--- config.mk ---
export PLATFORM = sky130hd
export DESIGN_NAME = acia_rx_fifo
export DESIGN_NICKNAME = d
export VERILOG_FILES = /design/src/rtl/acia_rx_fifo.sv
export SDC_FILE = /design/constraint.sdc
export NUM_CORES = 1
export LEC_CHECK = 0
export ABC_AREA = 0
export CAP_MARGIN = 5
export CORE_AREA = 2 2 165 167
export CTS_CLUSTER_SIZE = 20
export DETAILED_ROUTE_END_ITERATION = 10
export DIE_AREA = 0 0 167 169
export SYNTH_ARGS = -nofsm -noshare
export SYNTH_HDL_FRONTEND = slang
export SYNTH_SLANG_ARGS = --single-unit
--- constraint.sdc ---
create_clock -name clk -period 3.1 [get_ports clk]
set_clock_uncertainty 0.05 [all_clocks]
set_input_delay 0.465 -clock clk [delete_from_list [all_inputs] [get_ports clk]]
set_output_delay 0.465 -clock clk [all_outputs]
set_load 0.005 [all_outputs]
--- src/rtl/acia_rx_fifo.sv ---
// Asynchronous serial receiver: deglitch filter, frame FSM (5-8 data bits, parity, 1/2 stops)
// and a first-word-fall-through receive FIFO. Break detection is enabled by ACIA_RX_BREAK_EN.
module acia_rx_fifo #(
  parameter int SCW     = 16,
  parameter int DGL     = 8,
  parameter int FIFO_AW = 4
) (
  input  logic               clk,
  input  logic               rst,
  input  logic               rx_serial,
  input  logic [SCW-1:0]     baud_div,
  input  logic [1:0]         data_bits,
  input  logic               par_en,
  input  logic               par_odd,
  input  logic               stop2,
  input  logic               rd_en,
  output logic [7:0]         rd_dat,
  output logic               rd_perr,
  output logic               rd_ferr,
  output logic               rd_empty,
  output logic [FIFO_AW:0]   fifo_cnt,
  output logic               rx_stb,
  output logic               ovr,
  input  logic               clr_ovr,
  output logic               brk_stb
);

  localparam int DEPTH = 1 << FIFO_AW;
  localparam logic [FIFO_AW:0] FULL_CNT = (FIFO_AW+1)'(DEPTH);

  typedef enum logic [2:0] {
    S_IDLE, S_START, S_DATA, S_PAR, S_STOP1, S_STOP2, S_BRKW
  } state_t;

  state_t             state_q, state_d;
  logic [DGL-1:0]     sh_q, sh_d;
  logic               filt_q, filt_d;
  logic [SCW-1:0]     cnt_q, cnt_d;
  logic [2:0]         bit_q, bit_d;
  logic [7:0]         data_q, data_d;
  logic               perr_q, perr_d;
  logic               ferr_q, ferr_d;
  logic               pbit_q, pbit_d;
  logic [SCW-1:0]     div_q, div_d;
  logic [1:0]         nb_q, nb_d;
  logic               pen_q, pen_d;
  logic               podd_q, podd_d;
  logic               s2_q, s2_d;

  logic [9:0]         mem_q [DEPTH];
  logic [FIFO_AW-1:0] wp_q, wp_d, rp_q, rp_d;
  logic [FIFO_AW:0]   cntf_q, cntf_d;
  logic               ovr_q, ovr_d;
  logic               rx_stb_q, rx_stb_d;
`ifdef ACIA_RX_BREAK_EN
  logic               brk_q, brk_d;
`endif

  logic               wr_en;
  logic [9:0]         wr_word;
  logic               expire, last_bit;
  logic               f_empty, f_full, do_rd, do_wr, overrun;
  logic [9:0]         head;

  // Input filter: line state only flips after DGL identical samples
  always_comb begin
    sh_d   = {sh_q[DGL-2:0], rx_serial};
    filt_d = filt_q;
    if (&sh_q)
      filt_d = 1'b1;
    else if (~|sh_q)
      filt_d = 1'b0;
  end

  assign expire   = (cnt_q == '0);
  assign last_bit = (bit_q == {1'b1, nb_q});

  always_comb begin
    state_d = state_q;
    cnt_d   = cnt_q;
    bit_d   = bit_q;
    data_d  = data_q;
    perr_d  = perr_q;
    ferr_d  = ferr_q;
    pbit_d  = pbit_q;
    div_d   = div_q;
    nb_d    = nb_q;
    pen_d   = pen_q;
    podd_d  = podd_q;
    s2_d    = s2_q;
    wr_en   = 1'b0;
    wr_word = {ferr_q, perr_q, data_q};
`ifdef ACIA_RX_BREAK_EN
    brk_d   = 1'b0;
`endif
    case (state_q)
      S_IDLE: begin
        if (!filt_q) begin
          div_d   = baud_div;
          nb_d    = data_bits;
          pen_d   = par_en;
          podd_d  = par_odd;
          s2_d    = stop2;
          cnt_d   = baud_div >> 1;
          bit_d   = 3'd0;
          data_d  = 8'h00;
          perr_d  = 1'b0;
          ferr_d  = 1'b0;
          pbit_d  = 1'b0;
          state_d = S_START;
        end
      end
      S_START: begin
        if (expire) begin
          cnt_d   = div_q;
          state_d = filt_q ? S_IDLE : S_DATA;
        end else begin
          cnt_d = cnt_q - SCW'(1);
        end
      end
      S_DATA: begin
        if (expire) begin
          cnt_d         = div_q;
          data_d[bit_q] = filt_q;
          bit_d         = bit_q + 3'd1;
          if (last_bit)
            state_d = pen_q ? S_PAR : S_STOP1;
        end else begin
          cnt_d = cnt_q - SCW'(1);
        end
      end
      S_PAR: begin
        if (expire) begin
          cnt_d   = div_q;
          pbit_d  = filt_q;
          perr_d  = (^data_q) ^ filt_q ^ podd_q;
          state_d = S_STOP1;
        end else begin
          cnt_d = cnt_q - SCW'(1);
        end
      end
      S_STOP1: begin
        if (expire) begin
          cnt_d = div_q;
`ifdef ACIA_RX_BREAK_EN
          if (!filt_q && (data_q == 8'h00) && !pbit_q) begin
            brk_d   = 1'b1;
            state_d = S_BRKW;
          end else
`endif
          if (s2_q) begin
            ferr_d  = ~filt_q;
            state_d = S_STOP2;
          end else begin
            wr_en   = 1'b1;
            wr_word = {~filt_q, perr_q, data_q};
            state_d = S_IDLE;
          end
        end else begin
          cnt_d = cnt_q - SCW'(1);
        end
      end
      S_STOP2: begin
        if (expire) begin
          wr_en   = 1'b1;
          wr_word = {ferr_q | ~filt_q, perr_q, data_q};
          state_d = S_IDLE;
        end else begin
          cnt_d = cnt_q - SCW'(1);
        end
      end
      S_BRKW: begin
        if (filt_q)
          state_d = S_IDLE;
      end
      default: state_d = S_IDLE;
    endcase
  end

  // FIFO: a write into a full FIFO is still accepted when the head is popped in the same cycle
  assign f_empty = (cntf_q == '0);
  assign f_full  = (cntf_q == FULL_CNT);
  assign do_rd   = rd_en & ~f_empty;
  assign do_wr   = wr_en & (~f_full | do_rd);
  assign overrun = wr_en & f_full & ~do_rd;

  always_comb begin
    wp_d     = do_wr ? wp_q + FIFO_AW'(1) : wp_q;
    rp_d     = do_rd ? rp_q + FIFO_AW'(1) : rp_q;
    cntf_d   = cntf_q;
    if (do_wr && !do_rd)
      cntf_d = cntf_q + (FIFO_AW+1)'(1);
    else if (do_rd && !do_wr)
      cntf_d = cntf_q - (FIFO_AW+1)'(1);
    ovr_d    = (ovr_q & ~clr_ovr) | overrun;
    rx_stb_d = do_wr;
  end

  always_ff @(posedge clk) begin
    if (rst) begin
      state_q  <= S_IDLE;
      sh_q     <= '1;
      filt_q   <= 1'b1;
      cnt_q    <= '0;
      bit_q    <= 3'd0;
      wp_q     <= '0;
      rp_q     <= '0;
      cntf_q   <= '0;
      ovr_q    <= 1'b0;
      rx_stb_q <= 1'b0;
`ifdef ACIA_RX_BREAK_EN
      brk_q    <= 1'b0;
`endif
    end else begin
      state_q  <= state_d;
      sh_q     <= sh_d;
      filt_q   <= filt_d;
      cnt_q    <= cnt_d;
      bit_q    <= bit_d;
      wp_q     <= wp_d;
      rp_q     <= rp_d;
      cntf_q   <= cntf_d;
      ovr_q    <= ovr_d;
      rx_stb_q <= rx_stb_d;
`ifdef ACIA_RX_BREAK_EN
      brk_q    <= brk_d;
`endif
    end
  end

  always_ff @(posedge clk) begin
    data_q <= data_d;
    perr_q <= perr_d;
    ferr_q <= ferr_d;
    pbit_q <= pbit_d;
    div_q  <= div_d;
    nb_q   <= nb_d;
    pen_q  <= pen_d;
    podd_q <= podd_d;
    s2_q   <= s2_d;
    if (do_wr)
      mem_q[wp_q] <= wr_word;
  end

  assign head     = mem_q[rp_q];
  assign rd_empty = f_empty;
  assign rd_dat   = f_empty ? 8'h00 : head[7:0];
  assign rd_perr  = ~f_empty & head[8];
  assign rd_ferr  = ~f_empty & head[9];
  assign fifo_cnt = cntf_q;
  assign rx_stb   = rx_stb_q;
  assign ovr      = ovr_q;
`ifdef ACIA_RX_BREAK_EN
  assign brk_stb  = brk_q;
`else
  assign brk_stb  = 1'b0;
`endif

endmodule

==> impl_metrics.toml, run 1 <==
[run_status]
status = "completed"

[synth]
synth_cell_types = 66
async_flop_share_pct = 0
syn_nets = 741
synth_edf_count = 191
synth_cells = 702
ys.flop_type = "edfxtp_1"
synth_warnings = 0
ys_seq_area_share_pct = 64.67
ys_ff_latch = 241
synth_area_um2 = 10420
synth.avg_cell_area_um2 = 14.84

[clock_network]
clock_path_buffers = 3
clk_pin_slew_worst_paths_ns = 0.06
cts_sinks = 241
numCtsBuffers = 26
cts_htree_levels = 1
cts_tree = "built"
cts_root_buf = "clkbuf_16"
clk_latency_ns = 0.54

[worst_setup_path]
crit_family = "multiplexers"
ff2ff_path_depth = 14
crit_path_start_kind = "flip-flop"
r2r_slack_ns = 0.24
critical_path_class = "reg2out"
end_kind = "output port"
critical_path_buf_inv_count = 4
reg2reg_from = "cnt_q[0]"
critical_path_required_ns = 2.58
cp.arrival_ns = 2.50
crit_chain = "buf_12 -> buf_12 -> buf_16 -> mux4_2 -> mux4_2 -> nor2b_1 -> buf_2"
slowest_stage = "mux4_2"
crit_fanout = 5
r2r_end = "fifo_cnt[4]"
max_stage_delay_ns = 0.50

[global_route]
grt_use_met3_pct = 2.665
grt_max_degree = 41
met2_usage_pct = 26.70
met1_usage_pct = 21.86
antenna_found_initial = 0
grt_pass1_vias = 6309
grt_pass1_wl_um = 35840
track_usage_pct = 15.95
grt_overflow = 0
busiest_layer = "met2"

[route]
drtIter0Drc = 535
vias = 6190
drt_pass1_iterations = 5
wl_per_cell_um = 19.16
wl_um = 22070
drtAntennaViolNets = 0
drc_errors = 0
post_drt_via_cell_ratio = 5.373

[final_layout]
antenna_cells = 0
final_common_cell = "edfxtp_1"
syn2layout_area_growth_pct = 20.47
fin_nets = 830
stdcell_count = 1152
drive_gt1_share_pct = 23.67
final_area_um2 = 12550
final_cell_mix = "191 x edfxtp_1, 50 x mux4_2, 50 x nor2_1"

[timing]
tightest_slew_ns = 1.124
rsz0062_at_grt = "false"
maxSlewHeadroom_pct = 25.06
timing.final.ws_setup_ns = 0.08906
fin_crit_sh_pct = 97.13
fmax_mhz = 332.1
final_max_slew_viol_count = 0
hold_viol = 0
fin_crit_ns = 3.011
setup_viol = 0

[placement]
globalplace.congestion = 0.8413
placed_cell_area_um2 = 11470
portBuffers = 43
placed_cells = 1095
hpwl_um = 14670
pre_cts_ws_ns = -0.1004

[worst_hold_path]
whs_path_depth = 1
hold_class = "reg2reg"
min_to = "sh_q[4]"
min_from = "sh_q[3]"

[floorplanning]
die_area_um2 = 28220
core_um2 = 26500
fp.dieH_um = 169
placementRows = 60
start_util_pct = 39.31
die_x_um = 167
boundaryPins = 45

[power]
powerDensity_nw_per_um2 = 871.9
peakVddDrop_mv = 0.6941
p_leak_nw = 4.159

[flow_run]
cap_violations = 0
## how the worst max path moves through the flow
stage	to	slack (ns)	depth (start not counted)
final	rd_perr	0.09	7
after global routing	rd_perr	0.0008	7
after CTS	rd_dat[1]	-0.07	7
after detailed placement	fifo_cnt[4]	-0.10	13
after global placement	fifo_cnt[4]	-0.01	13
after floorplan	fifo_cnt[4]	0.03	14
## layout make-up
class                      instances  area (um^2)
clock buffer                      35        735.7
clock inverter                    13        171.4
fill                            2257        13950
inverter                          26        97.59
multi-input combinational        396         3441
sequential                       241         6741
tap                              341        426.7
timing repair buffer             100        934.6
## worst reg2reg max path, stage by stage (launching register included)
cell	delay, ns
dfxtp_1	0.32
inv_1	0.11
ha_1	0.19
nor3b_2	0.20
and4_4	0.28
nand2_1	0.08
inv_1	0.09
ha_1	0.17
inv_1	0.09
fa_1	0.39
a21o_1	0.18
a21oi_2	0.14
xnor2_1	0.09
or3_1	0.31
a21oi_1	0.14
## state kept, by name, indices dropped and copies added (netlist names), named ones only
name and cells:
bit_q 3, cnt_q 16, data_q 8, div_q 16, ferr_q 1, fifo_cnt 5, filt_q 1, mem_q 160
nb_q 2, ovr 1, pen_q 1, perr_q 1, podd_q 1, rp_q 4, rx_stb 1, s2_q 1
sh_q 8, state_q 3, wp_q 4
## power breakdown
group / switching [W] / internal (W)
registers: 0.000208 / 0.00363
logic: 0.00208 / 0.00183
clock network: 0.00126 / 0.00193
total: 0.00355 / 0.00739
## kinds of logic (layout without fill, tap and decap cells)
group	Yosys count	after routing	share of synthesized area [%]
compound gates	116	116	8.048
flops	241	241	64.67
buf+inv	65	174	2.799
simple gates	185	185	9.273
mux	60	60	11.77
xor+xnor	21	21	1.766
other cells	1	1	0.03600
fa+ha+maj	13	13	1.634
## through the flow
stage / power (W) / hold slack [ns] / util [%] / TNS [ns]
CTS: 0.01104 / 0.4228 / 47.43 / -0.1287
floorplan: 0.006360 / 0.3908 / - / 0
detailed placement: 0.007536 / 0.4063 / 43.30 / -0.1004
global placement: 0.007452 / 0.4002 / 43.30 / -0.01456
global route: 0.01155 / 0.4413 / 47.35 / 0
finish: 0.01094 / 0.4249 / 47.35 / 0
## synth_stat cells (3+ instances only)
cell	n	share of area, %
buf_2	11	0.53
a32o_1	5	0.48
buf_1	4	0.14
nor2_1	50	1.8
nand3b_1	3	0.22
edfxtp_1	191	55
nor4_1	5	0.30
nand2_1	33	1.2
a21oi_1	24	1.2
o221ai_1	4	0.34
ha_1	12	1.4
a41oi_1	4	0.34
o211ai_1	7	0.50
buf_4	3	0.22
xor2_1	7	0.59
or2_2	9	0.54
and2_1	3	0.18
nand4_1	7	0.42
buf_6	3	0.32
o21ai_0	16	0.77
nand3_1	14	0.67
a21o_1	3	0.22
o32ai_1	6	0.50
mux2i_1	10	0.96
nor3b_1	4	0.29
nor3_1	15	0.72
nor2b_1	17	1.0
a221oi_1	5	0.42
o31ai_1	8	0.58
or3_1	4	0.24
a211o_1	4	0.34
inv_1	25	0.90
mux4_2	50	11
clkbuf_1	18	0.65
dfxtp_1	50	9.6
xnor2_1	14	1.2
nand2b_1	9	0.54
a31oi_1	13	0.78
## routing by layer
layer  share of wire, %  vias up  wire, um
li1                   -     2920         -
met1                 45     3093      9976
met2                 49      144     10770
met3                4.3       33       945
met4                1.7        0       377
met5                  0        -         0
## repair_timing
| item | in CTS | in global routing |
|---|---|---|
| hold endpoints to repair | 0 | 0 |
| buffers inserted | 6 | 1 |
| gates cloned | 4 | 0 |
| hold buffers | 0 | 0 |
| setup endpoints to repair | 10 | 15 |
| resized for setup | 48 | 10 |
(Power assumes the default switching activity.)
==> run 2: changes to the inputs <==
ABC_AREA = default   (was 0)
CORE_AREA = 2 2 156 158   (was 2 2 165 167)
DIE_AREA = 0 0 158 160   (was 0 0 167 169)
==> run 2 against run 1 <==
Core utilization grew 4.3 points. Sequential power is essentially flat. Routed wire length grew 0.67%. Setup slack lost 0.068 ns. Clock power shrank 7.8%. Via count grew 1.7%. Critical path depth shrank 2. First-iteration DRC count shrank 9.3%. Combinational power shrank 4%.
==> impl_metrics.toml, run 2 (same netlist as run 1, synthesis figures left out) <==
[run_status]
status = "completed"

[global_route]
grt_overflow = 0
grt_max_degree = 53
grt_pass1_vias = 6379
grt_pass1_wl_um = 35180
track_usage_pct = 17.83
antenna_found_initial = 0

[worst_hold_path]
min_from = "sh_q[1]"
hold_class = "reg2reg"
min_to = "sh_q[2]"
whs_path_depth = 1

[placement]
portBuffers = 43
hpwl_um = 14660
globalplace.congestion = 0.8543
pre_cts_ws_ns = -0.1526

[power]
p_leak_nw = 4.051
p_int_w = 0.007090
peakVddDrop_mv = 0.4427
p_sw_share_pct = 32.86
p_comb_share_pct = 35.7
p_seq_share_pct = 36.4
pwr-share-clk_pct = 27.9
total_power_w = 0.01056
powerDensity_nw_per_um2 = 858.2
p_sw_w = 0.003469

[clock_network]
cts_tree = "built"
clock_path_buffers = 3
numCtsBuffers = 25
cts_root_buf = "clkbuf_16"
cts_htree_levels = 1
clk_pin_slew_worst_paths_ns = 0.06
cts_sinks = 241
clk_latency_ns = 0.52

[final_layout]
top_register = "mem_q"
multiInputGateArea_um2 = 3408
largest_reg_flops = 160
final_common_cell = "edfxtp_1"
antenna_cells = 0
fin_nets = 822
final_cell_mix = "191 x edfxtp_1, 50 x mux4_2, 50 x nor2_1"
fill_cells = 1993
drive_gt1_share_pct = 21.70
seqCellArea_um2 = 6740
syn2layout_area_growth_pct = 18.11
reg.largest.list = "mem_q: 160 flops, cnt_q: 16 flops, div_q: 16 flops"

[worst_setup_path]
critical_path_class = "reg2out"
cp.arrival_ns = 2.56
ff2ff_path_depth = 12
r2r_slack_ns = 0.16
reg2reg_from = "cnt_q[11]"
critical_path_required_ns = 2.58
end_kind = "output port"
crit_fanout = 8
r2r_end = "fifo_cnt[4]"
crit_path_start_kind = "flip-flop"

[timing]
rsz0062_at_grt = "true"
fin_crit_ns = 3.079
maxSlewHeadroom_pct = 22.57
timing.final.ws_setup_ns = 0.02095
fin_crit_sh_pct = 99.32
setup_viol = 0
fmax_mhz = 324.8
final_max_slew_viol_count = 0
tightest_slew_ns = 1.161
hold_viol = 0

[floorplanning]
die_x_um = 158
boundaryPins = 45
die_area_um2 = 25280
core_um2 = 23820
fp.dieH_um = 160
placementRows = 57
start_util_pct = 43.73

[route]
wl_um = 22220
wl_per_cell_um = 19.73
drtIter0Drc = 485
vias = 6296
drc_errors = 0
post_drt_via_cell_ratio = 5.591
drt_pass1_iterations = 5
drtAntennaViolNets = 0

[flow_run]
cap_violations = 0
## run 2: layout make-up
cell class	instances	share of cell area, %
clock buffer	31	5.268
clock inverter	15	1.292
inverter	26	0.7933
multi-input combinational	396	27.70
sequential	241	54.79
tap	324	3.295
timing repair buffer	93	6.865
## run 2: per-layer routing
metal  GRT usage [%]  share of wire, %
met5               0                 0
met4           3.767               1.2
met3           3.012               6.5
met2           28.79                48
met1           25.60                44
## run 2: stage by stage
step | instances | utilization [%] | area, um^2 | TNS, ns | hold slack, ns
global placement | 1075 | 47.93 | 11420 | -0.008298 | 0.4049
global route | 1126 | 51.65 | 12300 | -0.1221 | 0.4348
CTS | 1126 | 51.80 | 12340 | -0.03543 | 0.4231
floorplan | 702 | - | 10420 | 0 | 0.3908
finish | 1126 | 51.65 | 12300 | 0 | 0.4170
detailed placement | 1075 | 47.93 | 11420 | -0.1526 | 0.4109
## run 2: power groups by stage
stage | sequential [W] | clock (W) | combinational, W
finish | 0.00385 | 0.00294 | 0.00377
floorplan | 0.00384 | 0 | 0.00252
CTS | 0.00384 | 0.00302 | 0.00377
detailed placement | 0.00389 | 0 | 0.00364
global route | 0.00387 | 0.00315 | 0.00410
global placement | 0.00387 | 0 | 0.00359
## run 2: how the worst max path moves through the flow
| stage | startpoint | to | slack [ns] | cells past startpoint |
|---|---|---|---|---|
| after floorplan | cnt_q[0] | fifo_cnt[4] | 0.03 | 14 |
| after CTS | flip-flop | rd_perr | -0.03 | 6 |
| after global placement | rd_en | fifo_cnt[4] | -0.008 | 13 |
| final | flip-flop | rd_perr | 0.02 | 5 |
| after detailed placement | rd_en | fifo_cnt[4] | -0.15 | 13 |
| after global routing | flip-flop | rd_perr | -0.06 | 5 |
## run 2: critical path, cell delays in order (launching register included)
cell and delay [ns]:
dfxtp_4 0.41, buf_12 0.16, mux4_2 0.55, mux4_2 0.50
nor2b_1 0.15, dlygate4sd2_1 0.26
## run 2: what timing repair did
item,in CTS,in global routing
hold buffers,0,0
resized for setup,27,15
buffers inserted,2,1
endpoints found under the setup margin,10,11
gates cloned,3,0
==> run 3: changes to the inputs <==
ABC_AREA = 1   (was default)
CORE_AREA = 2 2 157 159   (was 2 2 156 158)
DIE_AREA = 0 0 159 161   (was 0 0 158 160)
SETUP_SLACK_MARGIN = 0.02   (was default)
==> run 3 against run 2 <==
Final area grew 3.9%. Final cell count grew 27%. Flip-flop and latch count is the same. Setup slack gained 0.070 ns. Total power shrank 16%. Fmax grew 2.3%. Non-clock buffer count shrank 1. First-iteration DRC count grew 36%. Critical endpoint is now rd_dat[7]. Largest cell class unchanged.
==> impl_metrics.toml, run 3 <==
[final_layout]
multiInputGateArea_um2 = 3488
seqCellArea_um2 = 6744
drive_gt1_share_pct = 10.97
final_area_um2 = 12780
fin_nets = 1122
fin_util_pct = 53.35
syn2layout_area_growth_pct = 20.31
fill_cells = 2152
final_cell_mix = "191 x edfxtp_1, 175 x nor2_1, 123 x nand2_1"
top_register = "mem_q"
largest_reg_flops = 160
reg.largest.list = "mem_q: 160 flops, cnt_q: 16 flops, div_q: 16 flops"
final_common_cell = "edfxtp_1"
antenna_cells = 0

[power]
p_comb_share_pct = 21.9
pwr-share-clk_pct = 37.5
p_sw_w = 0.002375
p_seq_share_pct = 40.6
p_leak_nw = 4.281
p_sw_share_pct = 26.90
peakVddDrop_mv = 0.4291
powerDensity_nw_per_um2 = 690.5
p_int_w = 0.006453

[synth]
ys_seq_area_share_pct = 63.39
synth_common_cells = "191 x edfxtp_1, 176 x nor2_1, 123 x nand2_1"
yosysTopAreaCellShare_pct = 53.97
synth.avg_cell_area_um2 = 10.53
ys.flop_type = "edfxtp_1"
synth_cells = 1009
synth_edf_count = 191
ys_ff_latch = 241
async_flop_share_pct = 0
synthMostInstantiatedCell = "edfxtp_1"
synth_warnings = 0
synth_cell_types = 40
synth_area_leader_cell = "edfxtp_1"
syn_nets = 1048
synth_area_um2 = 10630
synth.area.top_cells = "edfxtp_1 54%, dfxtp_1 9.4%, nor2_1 6.2%, nand2_1 4.3%, o221ai_1 3.4%"

[floorplanning]
die_area_um2 = 25600
die_x_um = 159
core_um2 = 23960
start_util_pct = 44.35
boundaryPins = 45
placementRows = 57
fp.dieH_um = 161

[worst_setup_path]
ff2ff_path_depth = 15
crit_fanout = 20
reg2reg_from = "state_q[2]"
end_kind = "output port"
critical_path_class = "reg2out"
critical_path_required_ns = 2.58
r2r_slack_ns = 0.30
crit_path_start_kind = "flip-flop"
cp.arrival_ns = 2.49
r2r_end = "fifo_cnt[4]"
endpoint = "rd_dat[7]"

[timing]
tightest_slew_ns = 0.7627
maxSlewHeadroom_pct = 49.15
fmax_mhz = 332.4
setup_viol = 0
holdWs_ns = 0.3925
final_max_slew_viol_count = 0
hold_viol = 0
fin_crit_ns = 3.009
timing.final.ws_setup_ns = 0.09125
fin_crit_sh_pct = 97.06

[clock_network]
clk_latency_ns = 0.53
hold_buffers = 0
cts_root_buf = "clkbuf_16"
cts_tree = "built"
clock_path_buffers = 3
cts_sinks = 241
numCtsBuffers = 26
clk_pin_slew_worst_paths_ns = 0.06
cts_htree_levels = 1

[route]
drtAntennaViolNets = 0
drt_pass1_iterations = 5
drc_errors = 0
wl_um = 26300
wl_per_cell_um = 18.43
vias = 7625
drtIter0Drc = 662
post_drt_via_cell_ratio = 5.343

[run_status]
status = "completed"

[global_route]
grt_pass1_wl_um = 39810
grt_overflow = 0
grt_max_degree = 41
antenna_found_initial = 0
track_usage_pct = 19.77
grt_pass1_vias = 7193

[placement]
globalplace.congestion = 0.8208
portBuffers = 43
hpwl_um = 15730
placed_cell_area_um2 = 11620
pre_cts_ws_ns = 0.1469

[flow_run]
cap_violations = 0

[worst_hold_path]
hold_class = "reg2reg"
run 3: changes by cell type after synthesis, sizes merged, moves of 17 or more:
| cell | change |
|---|---|
| nor2 | +129 |
| nand2 | +90 |
| o21ai | +54 |
| mux4 | -50 |
| nand3 | +50 |
| inv | +44 |
| o21bai | +40 |
| o221ai | +37 |
| clkbuf | +23 |
| a21oi | +20 |
| nor2b | -17 |
run 3: per-layer routing:
layer	global-route usage, %	wire [um]	up-vias
met5	0	0	-
met4	5.620	630	0
met3	2.619	1389	42
met2	32.79	12350	197
met1	27.51	11930	3641
li1	-	-	3745
run 3: final cells by class:
class                   count  area share (%)
repair inverters            1         0.05872
multi-input cells         650           27.29
well taps                 324           3.171
repair buffers             92           7.183
clock inverters            14           1.165
inverters                  71           2.153
flip-flops and latches    241           52.75
clock buffers              34           6.234
run 3: cells by family after synthesis:
| kind of cell | count (synthesis) | synth area share (%) |
|---|---|---|
| AO/OA/AOI/OAI | 212 | 12.73 |
| XOR/XNOR | 22 | 1.813 |
| adder cells (fa/ha/maj) | 13 | 1.601 |
| buffers and inverters | 118 | 4.262 |
| flip-flops | 241 | 63.39 |
| other | 1 | 0.03529 |
| AND/OR/NAND/NOR | 402 | 16.17 |
run 3: worst min-delay path by stage:
stage	start	cells after the start	endpoint	slack, ns
3_5_place_dp	sh_q[2]	2	sh_q[3]	0.39
5_1_grt	sh_q[2]	2	sh_q[3]	0.42
4_1_cts	sh_q[2]	2	sh_q[3]	0.40
6_report	sh_q[2]	2	sh_q[3]	0.39
2_1_floorplan	sh_q[5]	2	sh_q[6]	0.37
3_3_place_gp	sh_q[2]	2	sh_q[3]	0.38
run 3: stage by stage:
stage,TNS (ns),total power (W),instances
after global placement,0,0.005309,1369
final,0,0.008828,1427
after CTS,0,0.008774,1420
after floorplan,0,0.004561,1009
after detailed placement,0,0.005327,1369
after global routing,-0.01638,0.009196,1427
run 3: critical path, cell delays in order, from the launching register on:
cell             delay, ns
dfxtp_4               0.40
inv_6                 0.13
clkbuf_16             0.21
nor2_1                0.05
o221ai_1              0.19
nand3_1               0.16
a21oi_1               0.27
clkdlybuf4s50_1       0.55
run 3: power groups by stage:
| stage | clock network [W] | logic (W) | registers, W |
|---|---|---|---|
| finish | 0.00331 | 0.00193 | 0.00359 |
| global route | 0.00351 | 0.00209 | 0.00359 |
| global placement | 0 | 0.00165 | 0.00366 |
| floorplan | 0 | 0.000949 | 0.00361 |
| CTS | 0.00337 | 0.00182 | 0.00359 |
| detailed placement | 0 | 0.00167 | 0.00366 |
run 3: timing repair:
| item | 4_1_cts | 5_1_grt |
|---|---|---|
| cloned | 2 | 3 |
| endpoints found under the setup margin | 10 | 9 |
| buffers inserted | 1 | 4 |
| resized for setup | 5 | 13 |
| pin swaps | 1 | 2 |
